**src/rtl/hazard_scoreboard.sv**
```systemverilog
`default_nettype none
// ============================================================================
// Module      : hazard_scoreboard
// Description : DEPTH-slot in-flight write scoreboard producing the ID stall
//               request, EX-aligned forwarding selects and a pending-write map.
//               Optional forwarding controlled by macro FORWARD_EN.
// Revision    : 1.0 - initial release
// ============================================================================
module hazard_scoreboard #(
    parameter int REG_AW   = 4,
    parameter int DEPTH    = 3,
    parameter int LOAD_LAT = 1
) (
    input  logic                         clk,
    input  logic                         rst,
    input  logic                         id_valid,
    input  logic [REG_AW-1:0]            id_src1,
    input  logic                         id_src1_used,
    input  logic [REG_AW-1:0]            id_src2,
    input  logic                         id_two_src,
    input  logic                         id_wb_en,
    input  logic [REG_AW-1:0]            id_dest,
    input  logic                         id_mem_r_en,
    input  logic                         flush,
    output logic                         hazard,
    output logic [$clog2(DEPTH+1)-1:0]   fwd_sel1,
    output logic [$clog2(DEPTH+1)-1:0]   fwd_sel2,
    output logic [(2**REG_AW)-1:0]       busy_vec
);

    localparam int c_selW    = $clog2(DEPTH + 1);
    localparam int c_numRegs = 2 ** REG_AW;

    logic [DEPTH-1:0]             r_slotValid;
    logic [DEPTH-1:0]             r_slotLoad;
    logic [DEPTH-1:0][REG_AW-1:0] r_slotDest;

    logic [DEPTH-1:0]             w_nextValid;
    logic [DEPTH-1:0]             w_nextLoad;
    logic [DEPTH-1:0][REG_AW-1:0] w_nextDest;

    // Only slots 0..DEPTH-2 can matter: the register file is write-through.
    logic [DEPTH-2:0]             w_match1;
    logic [DEPTH-2:0]             w_match2;

    logic                         w_hazardHit;
    logic [c_selW-1:0]            w_sel1;
    logic [c_selW-1:0]            w_sel2;
    logic                         w_accept;
    logic                         w_insert;
    logic [c_numRegs-1:0]         w_busyNext;

    logic [c_numRegs-1:0]         r_busy;
    logic [c_selW-1:0]            r_sel1;
    logic [c_selW-1:0]            r_sel2;

    generate
        for (genvar k = 0; k < DEPTH - 1; k++) begin : g_match
            assign w_match1[k] = r_slotValid[k] & id_src1_used & (r_slotDest[k] == id_src1);
            assign w_match2[k] = r_slotValid[k] & id_two_src   & (r_slotDest[k] == id_src2);
        end
    endgenerate

`ifdef FORWARD_EN
    // Only a load still inside its latency window forces a stall.
    always_comb begin
        w_hazardHit = 1'b0;
        for (int k = 0; k < DEPTH - 1; k++) begin
            if ((k < LOAD_LAT) && r_slotLoad[k] && (w_match1[k] || w_match2[k])) begin
                w_hazardHit = 1'b1;
            end
        end
    end

    // Scan oldest to youngest so the youngest producer wins; the producer
    // moves one slot further before the consumer reaches EX, hence k+1.
    always_comb begin
        w_sel1 = '0;
        w_sel2 = '0;
        for (int k = DEPTH - 2; k >= 0; k--) begin
            if (w_match1[k]) begin
                w_sel1 = c_selW'(k + 1);
            end
            if (w_match2[k]) begin
                w_sel2 = c_selW'(k + 1);
            end
        end
    end
`else
    localparam int c_unusedLoadLat = LOAD_LAT;

    always_comb begin
        w_hazardHit = |{w_match1, w_match2};
    end

    always_comb begin
        w_sel1 = '0;
        w_sel2 = '0;
    end
`endif

    assign hazard   = id_valid & w_hazardHit;
    assign w_accept = id_valid & ~hazard & ~flush;
    assign w_insert = w_accept & id_wb_en;

    assign w_nextValid = {r_slotValid[DEPTH-2:0], w_insert};
    assign w_nextLoad  = {r_slotLoad[DEPTH-2:0], (w_insert & id_mem_r_en)};
    assign w_nextDest  = {r_slotDest[DEPTH-2:0], id_dest};

    always_comb begin
        w_busyNext = '0;
        for (int k = 0; k < DEPTH - 1; k++) begin
            if (w_nextValid[k]) begin
                w_busyNext[w_nextDest[k]] = 1'b1;
            end
        end
    end

    always_ff @(posedge clk) begin
        if (rst) begin
            r_slotValid <= '0;
            r_slotLoad  <= '0;
            r_slotDest  <= '0;
            r_busy      <= '0;
            r_sel1      <= '0;
            r_sel2      <= '0;
        end else begin
            r_slotValid <= w_nextValid;
            r_slotLoad  <= w_nextLoad;
            r_slotDest  <= w_nextDest;
            r_busy      <= w_busyNext;
            r_sel1      <= w_accept ? w_sel1 : '0;
            r_sel2      <= w_accept ? w_sel2 : '0;
        end
    end

    // The WB slot is kept to model the full pipe but never feeds a decision.
    logic w_unusedBits;
    assign w_unusedBits = ^{r_slotLoad, r_slotValid[DEPTH-1], r_slotDest[DEPTH-1]};

    assign fwd_sel1 = r_sel1;
    assign fwd_sel2 = r_sel2;
    assign busy_vec = r_busy;

endmodule
`default_nettype wire

```
**config.mk**
```make
export PLATFORM = sky130hd
export DESIGN_NAME = hazard_scoreboard
export DESIGN_NICKNAME = d
export VERILOG_FILES = /design/src/rtl/hazard_scoreboard.sv
export SDC_FILE = /design/constraint.sdc
export NUM_CORES = 1
export LEC_CHECK = 0
export CAP_MARGIN = 20
export CORE_UTILIZATION = 47
export CTS_BUF_LIST = sky130_fd_sc_hd__clkbuf_8 sky130_fd_sc_hd__clkbuf_16
export DETAILED_ROUTE_END_ITERATION = 10
export PLACE_DENSITY = 0.89
export SYNTH_ARGS = -nofsm -noshare
export SYNTH_HDL_FRONTEND = slang
export SYNTH_SLANG_ARGS = --single-unit
export TNS_END_PERCENT = 100
```
**constraint.sdc**
```tcl
create_clock -name clk -period 4.3 [get_ports clk]
set_clock_uncertainty 0.15 [all_clocks]
set_input_delay 1.075 -clock clk [delete_from_list [all_inputs] [get_ports clk]]
set_output_delay 1.075 -clock clk [all_outputs]
set_load 0.005 [all_outputs]
```
==> summary.json <==
{
  "flow.area_growth_from_synthesis": {"value": 35.0, "unit": "%"},
  "critical_path.startpoint_type": {"value": "primary input"},
  "crit_arrival": {"value": 2.95, "unit": "ns"},
  "fraction_of_final_layout_cells_sized_beyond_drive_strength_1": {"value": 0.103},
  "final-instance-count-excl-fill": {"value": 193},
  "fp.dieW": {"value": 52.1, "unit": "µm"},
  "remaining_drc_errors": {"value": 0},
  "synth.avg_cell_area": {"value": 9.09, "unit": "µm²"},
  "net-switching-power": {"value": 0.108, "unit": "mW"},
  "sequential_share_of_power": {"value": 0.540},
  "max_freq": {"value": 240, "unit": "MHz"},
  "grt_first_pass_wirelength": {"value": 4900, "unit": "µm"},
  "irDropWorstVdd": {"value": 0.000224, "unit": "V"},
  "inserted_clock_buffers": {"value": 3},
  "vias_per_cell": {"value": 5.81},
  "grt_setup_unrepaired": {"value": "false"},
  "numClockSinks": {"value": 26},
  "synth_warnings": {"value": 0},
  "post-place-ws": {"value": 0.0772, "unit": "ns"},
  "drv.max_cap_violation_count": {"value": 0},
  "synth.largest_area_cell": {"value": "dfxtp_1"},
  "cts_tree": {"value": "done"},
  "hold_path.class": {"value": "reg2reg"},
  "final_report_max_slew_violation_count": {"value": 0},
  "final_util": {"value": 0.694},
  "setup_ws": {"value": 0.128, "unit": "ns"},
  "p_clk_frac": {"value": 0.338},
  "grt_use_total": {"value": 0.247},
  "synthDominantCellAreaShare": {"value": 0.441},
  "drt_pre_antenna_iters": {"value": 4},
  "first_global_vias": {"value": 1082},
  "worst_setup_path_end_kind": {"value": "output port"},
  "number_of_antenna_violations_at_the_first_check_in_global_routing": {"value": 0},
  "clk_latency": {"value": 0.27, "unit": "ns"},
  "final_area": {"value": 0.00159, "unit": "mm²"},
  "cts-htree-levels": {"value": 1},
  "post_synth_most_frequent_cells": {"value": "dfxtp_1, nand3_1, o22ai_1"},
  "per_cell_routed_wire_length": {"value": 15.5, "unit": "µm"},
  "placeableCoreArea": {"value": 0.00230, "unit": "mm²"},
  "vias": {"value": 1122},
  "drtIter0Drc": {"value": 53},
  "ys_flop_type": {"value": "dfxtp_1"},
  "category_of_the_most_critical_setup_path": {"value": "in2out"},
  "finalWirelength": {"value": 2990, "unit": "µm"},
  "initial_standard_cell_utilization_of_the_core": {"value": 0.514},
  "power.density_cell_area": {"value": 291, "unit": "mW/mm²"},
  "nets_final": {"value": 186},
  "outcome": {"value": "completed"},
  "cts.path.max_buffers": {"value": 2},
  "instance_count_after_placement_with_tap_cells_included": {"value": 189},
  "cts_hold_buffers": {"value": 0},
  "relative_contribution_of_combinational_cells_to_total_power": {"value": 0.122},
  "num-fill-cells": {"value": 176},
  "global_route.overflow_total": {"value": 0},
  "detail-route-antenna-nets": {"value": 0},
  "ys_types": {"value": 33},
  "cp_data_required_time": {"value": 3.07, "unit": "ns"},
  "synth_async_sr_flop_share": {"value": 0},
  "fin_tns_setup": {"value": 0, "unit": "ns"},
  "cell_internal_pwr": {"value": 0.356, "unit": "mW"},
  "synth_enable_flop_cells": {"value": 0},
  "hpwlAfterDp": {"value": 2200, "unit": "µm"},
  "yosysMostFrequentCell": {"value": "dfxtp_1"},
  "clk_pin_slew": {"value": 0.08, "unit": "ns"},
  "total_power": {"value": 0.464, "unit": "mW"},
  "share_of_the_yosys_chip_area_belonging_to_registers": {"value": 0.441},
  "std_cell_rows": {"value": 17},
  "cp_max_fo": {"value": 2},
  "post-route-period-util": {"value": 0.970},
  "setup_viol": {"value": 0},
  "design.die.area": {"value": 0.00272, "unit": "mm²"},
  "finalHoldWorstSlack": {"value": 0.445, "unit": "ns"},
  "p_leak": {"value": 0.589, "unit": "nW"},
  "design.portCount": {"value": 41},
  "insertedDiodeCount": {"value": 0},
  "ctsRootBufferMaster": {"value": "clkbuf_8"},
  "grt_start_max_net_pins": {"value": 18},
  "finalWeightedCongestion": {"value": 0.895},
  "post_synth_inst_count": {"value": 130},
  "synthesized_flop_and_latch_total": {"value": 26},
  "fp.dieH": {"value": 52.1, "unit": "µm"},
  "final_hold_viol_count": {"value": 0},
  "placedInstanceArea": {"value": 0.00154, "unit": "mm²"},
  "post_synth_instance_area": {"value": 0.00118, "unit": "mm²"},
  "portBuffers": {"value": 35},
  "clock_period_minus_worst_slack": {"value": 4.17, "unit": "ns"},
  "netSwitchingFraction": {"value": 0.234},
  "synth.area.top_cells": {"value": "dfxtp_1, nand3_1, xor2_1"}
}
[layer usage]
metal / share of wire / up-vias / global-route usage
met3: 0.069 / 5 / 0.0497
met2: 0.51 / 60 / 0.440
met1: 0.40 / 526 / 0.279
met5: 0 / - / 0
met4: 0.017 / 0 / 0.114
li1: - / 531 / -
[critical path: stages]
cell and delay, ns:
clkdlybuf4s50_1 0.51, xor2_1 0.16, nor3_1 0.07, nand4_1 0.09, o41ai_1 0.08, a221o_2 0.34
and2_2 0.20, clkdlybuf4s50_1 0.44
[kinds of logic (layout without fill, tap and decap cells)]
logic type      count (synthesis)  in the layout  synth area share
compound gates                 24             24             0.154
flops                          26             26             0.441
other cells                     1              4           0.00317
xor+xnor                       10             10            0.0742
buf+inv                        15             47            0.0720
simple gates                   54             54             0.256
[worst paths after layout]
| path | startpoint | endpoint | slack, ns | cells past startpoint |
|---|---|---|---|---|
| max | id_src1[2] | hazard | 0.13 | 8 |
| min | r_slotDest[2] | r_slotDest[6] | 0.44 | 2 |
| max reg2reg | r_slotDest[1] | busy_vec[14] | 2.41 | 7 |
| min reg2reg | r_slotDest[2] | r_slotDest[6] | 0.44 | 2 |
[timing repair]
item | CTS | global route
setup buffers | 0 | 0
endpoints found under the setup margin | 0 | 1
resized for setup | 0 | 1
[power groups by stage]
stage	Sequential, mW	Combinational [mW]	Clock, mW
2_1_floorplan	0.254	0.0295	0
3_3_place_gp	0.256	0.0531	0
3_5_place_dp	0.256	0.0554	0
4_1_cts	0.250	0.0558	0.156
5_1_grt	0.251	0.0609	0.169
6_report	0.251	0.0567	0.157
[final cells by class]
type | instances | area, µm² | area share
Sequential cell | 26 | 520 | 0.327
Clock buffer | 4 | 55.1 | 0.0345
Timing Repair Buffer | 37 | 368 | 0.231
Inverter | 6 | 22.5 | 0.0141
Tap cell | 28 | 35.0 | 0.0220
Multi-Input combinational cell | 92 | 593 | 0.372
[placed cells by master, fill, tap and decap left out, types with 6 or more instances in the layout]
master,n
nor2_1,6
xor2_1,8
clkdlybuf4s50_1,34
nand4_1,7
nor2b_1,10
nand3_1,15
dfxtp_1,26
o22ai_1,11
[sequential cells by signal, indices dropped and copies added, names as in the netlist]
register     flops
r_slotDest       8
busy_vec        16
r_slotValid      2
Power figures use the tool's default switching activity.
